===== config.mk =====
export PLATFORM = sky130hd
export DESIGN_NAME = counter_ctrl
export DESIGN_NICKNAME = d
export VERILOG_FILES = /design/src/rtl/counter_ctrl_defs.sv /design/src/rtl/up_down_counter.sv /design/src/rtl/counter_ctrl.sv
export SDC_FILE = /design/constraint.sdc
export NUM_CORES = 1
export LEC_CHECK = 0
export ABC_AREA = 1
export CAP_MARGIN = 25
export CORE_MARGIN = 2
export CORE_UTILIZATION = 46
export CTS_BUF_LIST = sky130_fd_sc_hd__clkbuf_8
export CTS_CLUSTER_DIAMETER = 150
export CTS_CLUSTER_SIZE = 10
export DETAILED_ROUTE_END_ITERATION = 7
export GPL_ROUTABILITY_DRIVEN = 0
export PLACE_DENSITY_LB_ADDON = 0.25
export SLEW_MARGIN = 20
export SYNTH_ARGS = -nofsm -noshare
export SYNTH_HDL_FRONTEND = slang
export SYNTH_SLANG_ARGS = --single-unit

===== constraint.sdc =====
create_clock -name clk -period 1.4 [get_ports clk]
set_input_delay 0.28 -clock clk [delete_from_list [all_inputs] [get_ports clk]]
set_output_delay 0.28 -clock clk [all_outputs]
set_load 0.01 [all_outputs]

===== src/rtl/counter_ctrl_defs.sv =====
// Shared opcode constants and controller state encoding for counter_ctrl.
package counter_ctrl_defs;

   localparam logic [1:0] OP_LOAD  = 2'b00;
   localparam logic [1:0] OP_UP    = 2'b01;
   localparam logic [1:0] OP_DOWN  = 2'b10;
   localparam logic [1:0] OP_PAUSE = 2'b11;

   typedef enum logic {
      ST_IDLE = 1'b0,
      ST_EXEC = 1'b1
   } state_t;

endpackage


===== src/rtl/up_down_counter.sv =====
// Modulo-2^WIDTH up/down counter; load has priority over enable, synchronous reset to 0.
module up_down_counter #(
   parameter int WIDTH = 4
) (
   input  logic             clk,
   input  logic             rst,
   input  logic             enable,
   input  logic             up_down,
   input  logic             load,
   input  logic [WIDTH-1:0] data_in,
   output logic [WIDTH-1:0] count
);

   always_ff @(posedge clk) begin
      if (rst) begin
         count <= '0;
      end else if (load) begin
         count <= data_in;
      end else if (enable) begin
         if (up_down) count <= count + 1'b1;
         else         count <= count - 1'b1;
      end
   end

endmodule


===== src/rtl/counter_ctrl.sv =====
// Command sequencer driving one up_down_counter: LOAD, UP n, DOWN n, PAUSE n,
// with abort, one-cycle done pulse and wrap pulse.
module counter_ctrl
   import counter_ctrl_defs::*;
#(
   parameter int WIDTH = 4
) (
   input  logic             clk,
   input  logic             rst,
   input  logic             cmd_valid,
   output logic             cmd_ready,
   input  logic [1:0]       cmd_op,
   input  logic [WIDTH-1:0] cmd_arg,
   input  logic             abort,
   output logic [WIDTH-1:0] count,
   output logic             busy,
   output logic             done,
   output logic             wrap,
   output state_t           state_dbg
);

   // Handshake: a command transfers on a rising edge where cmd_valid && cmd_ready;
   // cmd_op/cmd_arg are captured at that edge. cmd_ready is high only in IDLE
   // and low whenever rst is high. The initiator may hold or drop cmd_valid freely.

   state_t           state_q, state_d;
   logic [1:0]       op_q;
   logic [WIDTH-1:0] remain_q, remain_d;
   logic             done_q, wrap_q;
   logic             exec_last;
   logic             wrap_d;
   logic             cnt_enable, cnt_up_down, cnt_load;
   logic [WIDTH-1:0] cnt_data;
   logic             accept;

   assign cmd_ready = (state_q == ST_IDLE) && !rst;
   assign accept    = cmd_valid && cmd_ready;
   assign busy      = (state_q == ST_EXEC);
   assign done      = done_q;
   assign wrap      = wrap_q;
   assign state_dbg = state_q;

   always_comb begin
      state_d     = state_q;
      remain_d    = remain_q;
      exec_last   = 1'b0;
      cnt_enable  = 1'b0;
      cnt_up_down = 1'b0;
      cnt_load    = 1'b0;
      cnt_data    = remain_q;
      case (state_q)
         ST_IDLE: begin
            if (cmd_valid) begin
               state_d  = ST_EXEC;
               remain_d = cmd_arg;
            end
         end
         ST_EXEC: begin
            if (op_q == OP_LOAD) begin
               // For LOAD, remain carries the value to load.
               cnt_load  = !abort;
               exec_last = 1'b1;
               remain_d  = '0;
            end else begin
               exec_last   = (remain_q <= WIDTH'(1));
               cnt_up_down = (op_q == OP_UP);
               if (remain_q != '0) begin
                  remain_d   = remain_q - 1'b1;
                  cnt_enable = (op_q != OP_PAUSE) && !abort;
               end
            end
            if (abort || exec_last) begin
               state_d  = ST_IDLE;
               remain_d = '0;
            end
         end
         default: state_d = ST_IDLE;
      endcase
   end

   assign wrap_d = cnt_enable && (cnt_up_down ? (count == '1) : (count == '0));

   always_ff @(posedge clk) begin
      if (rst) begin
         state_q  <= ST_IDLE;
         remain_q <= '0;
         op_q     <= OP_LOAD;
         done_q   <= 1'b0;
         wrap_q   <= 1'b0;
      end else begin
         state_q  <= state_d;
         remain_q <= remain_d;
         if (accept) op_q <= cmd_op;
         done_q   <= (state_q == ST_EXEC) && exec_last && !abort;
         wrap_q   <= wrap_d;
      end
   end

   up_down_counter #(.WIDTH(WIDTH)) u_counter (
      .clk     (clk),
      .rst     (rst),
      .enable  (cnt_enable),
      .up_down (cnt_up_down),
      .load    (cnt_load),
      .data_in (cnt_data),
      .count   (count)
   );

endmodule

# Word level (Yosys, flattened, before mapping)
# Index checks and enable logic that the tools add are counted.
# classes
addsub	3
order_cmp	1
eq_ne	5
muxes	22
bitwise	1
n_reduce_logical	14
# ops
op	count
two-way mux 4 bit	7
two-way mux 1 bit	13
one-hot mux 4 bit (2 select lines)	1
subtractor 4 x 1 -> 4 bit (second input constant)	2
logical AND 1 bit	6
adder 4 x 1 -> 4 bit (second input constant)	1
equality test 4 bit (second input constant)	1
<= comparator 4 x 1 -> 1 bit (second input constant)	1
zero test 4 bit	1
inequality test 2 bit (second input constant)	2
inequality test 4 x 1 -> 1 bit (second input constant)	1
nonzero test 4 bit	1
equality test 2 x 1 -> 1 bit (second input constant)	1
zero test 1 bit	2
zero test 2 bit	1
one-hot mux 1 bit (2 select lines)	1
AND reduction 2 bit	1
nonzero test 2 bit	1
logical OR 1 bit	1
inverter 1 bit	1
# word_totals
reg_bits	13
inputBits	10
output_inout_bits	9
elab_cells	52

# Longest topological paths before layout
# logic_depth
word_depth	7
ltp_mapped	10
mapped_depth_nobuf	10

# Hierarchy
# From an unflattened synthesis, not the netlist that was laid out.
# unflattened
hier_cells	124
hier_area_um2	825.8
# modules_own_cells
mod	instances	cells_per_inst	area_each_um2	seq_area_each_um2
counter_ctrl	1	82	536.8	180.2
up_down_counter	1	42	289.0	80.1

# Worst setup path after synthesis
# OpenSTA, ideal clock, no wires.
# synth_timing
path_kind	register to register
start	reg state_q (netlist: busy)
end	reg u_counter.count[2]
setup_ns	0.114
arrival_time_ns	1.488
required_ns	1.286
setup_slack_ns	-0.202
stages_incl_launch_ff	8
path_buffers	0
synth_period_minus_slack_ns	1.602
cell_sequence	dfxtp_1 -> nand3_1 -> fa_1 -> xor2_1 -> nand2_1 -> nand2_1 -> nand2_1 -> a21oi_2
# synth_between
elab_chain_cells	4
elab_cells_between_ends	7
cone_classes	mux: 6; reduce/logical: 1
# synth_rtl
element	line_no	rtl
start, declared	counter_ctrl.sv:26	state_t state_q, state_d;
start signal, assigned	counter_ctrl.sv:91	state_q <= state_d;
two-way mux 1 bit	counter_ctrl.sv:51	case (state_q)
two-way mux 4 bit	up_down_counter.sv:20	if (up_down) count <= count + 1'b1;
two-way mux 4 bit	up_down_counter.sv:19	end else if (enable) begin
two-way mux 4 bit	up_down_counter.sv:17	end else if (load) begin
end signal, assigned	up_down_counter.sv:18	count <= data_in;
end signal, assigned	up_down_counter.sv:20	
end signal, assigned	up_down_counter.sv:21	else count <= count - 1'b1;
end, declared	up_down_counter.sv:11	output logic [WIDTH-1:0] count
# Several ways; a longest one is shown, not always the timed one. The select of a mux whose other input is x is not followed.
# A chain may end at the register's enable or synchronous reset.

# Worst setup path in the final report
# layout_timing
start	reg op_q[1]
end	reg u_counter.count[1]
# layout_between
elab_chain_cells	6
elab_cells_between_ends	15
cone_classes	eq/ne: 2; mux: 10; reduce/logical: 3
# layout_rtl
element	line_no	rtl
start, declared	counter_ctrl.sv:27	logic [1:0] op_q;
start signal, assigned	counter_ctrl.sv:93	if (accept) op_q <= cmd_op;
equality test 2 x 1 -> 1 bit, or another cell as far along	counter_ctrl.sv:66	cnt_up_down = (op_q == OP_UP);
two-way mux 1 bit / logical AND 1 bit (equally long branches)	counter_ctrl.sv:59, counter_ctrl.sv:69	
two-way mux 1 bit (on tied branches)	counter_ctrl.sv:51, counter_ctrl.sv:67	
two-way mux 4 bit / two-way mux 1 bit (equally long branches)	up_down_counter.sv:20, counter_ctrl.sv:59	
two-way mux 4 bit / two-way mux 1 bit (equally long branches)	up_down_counter.sv:19, counter_ctrl.sv:51	
two-way mux 4 bit / nonzero test 2 bit (equally long branches)	n/a	
# Several ways; a longest one is shown, not always the timed one. The select of a mux whose other input is x is not followed.

==> impl_metrics.env <==
export IMPL_seq_power_share_pct=40.5
export IMPL_diodes=0
export IMPL_fin_tns_setup_ps=0
export IMPL_crit_arrival_ps=1570
export IMPL_irDropWorstVdd_v=0.0005216
export IMPL_fmax_mhz=716.0
export IMPL_fin_crit_sh_pct=99.76
export IMPL_ios=19
export IMPL_setup_violations_final=0
export IMPL_yosysTopAreaCellShare_pct=30.95
export IMPL_synth_top_cell_by_area="dfxtp_1"
export IMPL_final_area_sq_um=1214
export IMPL_die_area_sq_um=2186
export IMPL_crit_family="adder cells"
export IMPL_crit_slowest_cell="fa_2"
export IMPL_vias=859
export IMPL_vias_per_cell=4.772
export IMPL_portBuffers=18
export IMPL_syn_area_per_cell_sq_um=6.892
export IMPL_path_common_cell="nand2_1"
export IMPL_cp_depth=7
export IMPL_yosys_warnings=0
export IMPL_cp_start_kind="register"
export IMPL_first_global_vias=829
export IMPL_hold_viol_final=0
export IMPL_crit_required_ps=1580
export IMPL_skew_ps=4.138
export IMPL_cellPowerDensity_nw_per_um2=857.6
export IMPL_dp_cells=175
export IMPL_clockPowerShare_pct=32.4
export IMPL_path_buf_inv=1
export IMPL_swShare_pct=30.22
export IMPL_rsz0062_at_grt="yes"
export IMPL_grt_usage_pct=22.20
export IMPL_r2r_cells=7
export IMPL_nets=171
export IMPL_crit_fanout=5
export IMPL_initial_core_util_pct=48.70
export IMPL_grt_overflow_total=0
export IMPL_whs_path_depth=2
export IMPL_clk_latency_ps=250
export IMPL_tightest_slew_ps=198.1
export IMPL_hp_class="reg2reg"
export IMPL_htreeDepth=1
export IMPL_die_h_microns=46.76
export IMPL_p_total_mw=1.041
export IMPL_status="completed"
export IMPL_drt_iter0_drc=11
export IMPL_antenna_found_initial=0
export IMPL_p_leak_nw=0.5752
export IMPL_dpl_cell_area_sq_um=1137
export IMPL_layout_drive_gt1_share_pct=23.23
export IMPL_core_area_sq_um=1727
export IMPL_crit_chain="inv_2, nand3_4, fa_2, nand2_1, o21ai_1, nand2_1, a21oi_1"
export IMPL_fin_cells=180
export IMPL_synthTopCellsByArea="dfxtp_1, nand2_1, inv_1"
export IMPL_maxCapViolCount=0
export IMPL_wl_per_cell_microns=10.99
export IMPL_seq_area_frac_synth_pct=30.95
export IMPL_ys_types=26
export IMPL_root_buffer="clkbuf_8"
export IMPL_synth_cell_area_sq_um=840.8
export IMPL_cts_buffers=3
export IMPL_syn_inst=122
export IMPL_synth_fp_nets=137
export IMPL_comb_power_share_pct=27.1
export IMPL_dr_pass1_iters=4
export IMPL_clock_path_buffers=2
export IMPL_die_w_microns=46.76
export IMPL_dp_hpwl_microns=1617
export IMPL_cpPeakStageDelay_ps=550
export IMPL_grt_pass1_wl_microns=3318
export IMPL_end_kind="register"
export IMPL_area_growth_pct=44.34
export IMPL_p_switching_mw=0.3145
export IMPL_cts_sinks=13
export IMPL_path_class="reg2reg"
export IMPL_slew_violations=0
export IMPL_ant_nets=0
export IMPL_relSlewSlack_pct=86.65
export IMPL_grt_start_max_net_pins=9
export IMPL_row_count=15
export IMPL_wirelength_microns=1979
export IMPL_r2r_slack_ps=3
export IMPL_drc=0
export IMPL_cts_tree="yes"
export IMPL_p_int_mw=0.7263
export IMPL_cts_clk_slew_worst_paths_ps=60
export IMPL_synth_seq_cells=13
export IMPL_period_minus_slack_ps=1397
export IMPL_whs_ps=528.1
flip-flops by register name, summed over array words and instances (netlist names):
signal / flops
busy: 1
cnt_data: 4
done: 1
op_q: 2
u_counter.count: 4
wrap: 1
worst min-delay path: cells and delay by family (launching register included):
kind	cells	cell delay [ps]
DFF	1	340
AOI/OAI and AO/OA	1	60
and+or+nand+nor	1	80
area by class of cell:
cell class,count,area [sq um]
fillers,152,513.0
multi-input cells,88,528.0
flip-flops and latches,13,269.0
clock buffers,3,41.29
clock inverters,1,3.754
repair buffers,30,260.3
inverters,20,80.08
well taps,25,31.28
cells in the final DEF (no fill, tap or decap), types with 2 or more instances in the layout:
cell and n:
nand2_1 28, inv_1 18, buf_4 12, o21ai_0 11
clkdlybuf4s50_1 10, nor2_1 8, dfxtp_1 8, a21oi_1 7
dlygate4sd2_1 6, nand3_1 5, dfxtp_2 4, nor3_1 3
o21ai_1 3, nor2_4 3, ha_1 3, clkbuf_8 3
inv_2 2, xnor2_1 2, nand3b_1 2, nand4_1 2
through the flow:
step                utilization, %  setup slack [ps]
global route                 70.29            -91.27
floorplan                        -             11.69
global placement             65.87            -259.2
finish                       70.29             3.367
CTS                          69.06            0.2676
detailed placement           65.87            -255.6
power groups by stage:
stage	clock (mW)	sequential, mW	combinational, mW
CTS	0.344	0.420	0.279
floorplan	0	0.432	0.156
global route	0.360	0.424	0.318
finish	0.337	0.422	0.282
global placement	0	0.425	0.272
detailed placement	0	0.426	0.282
cell families (layout without fill, tap and decap cells):
group,count (synthesis),in the layout,synth area share [%]
AO/OA/AOI/OAI,23,23,14.43
AND/OR/NAND/NOR,57,57,32.74
flip-flops,13,13,30.95
XOR/XNOR,3,3,3.126
buffers and inverters,21,54,10.42
adder cells (fa/ha/maj),5,5,8.334
synthesized netlist by cell type, drive strengths merged:
library cell	count
nand3	7
nand4	2
clkinv	1
o31ai	1
xnor2	2
nand3b	2
nor2	12
buf	1
fa	1
inv	19
ha	4
nand2	30
dfxtp	13
a21oi	8
o21ai	14
and3	1
xor2	1
nor3	3
per-layer routing:
metal	GRT usage [%]	part of all wire, %
met5	0	0
met2	41.67	53
met1	22.80	41
met3	4.615	3.4
met4	12.22	2.5
repair_timing:
action | CTS | global route
setup buffers | 0 | 1
pin swaps | 1 | 0
gates resized for setup | 13 | 7
hold buffers | 0 | 0
setup endpoints to repair | 14 | 11
path summary, 6_finish.rpt:
kind                         to          startpoint
max reg2reg  u_counter.count[1]             op_q[1]
max          u_counter.count[1]             op_q[1]
min reg2reg  u_counter.count[1]  u_counter.count[1]
min          u_counter.count[1]  u_counter.count[1]
Note: power is estimated with default switching activity, not from simulation.
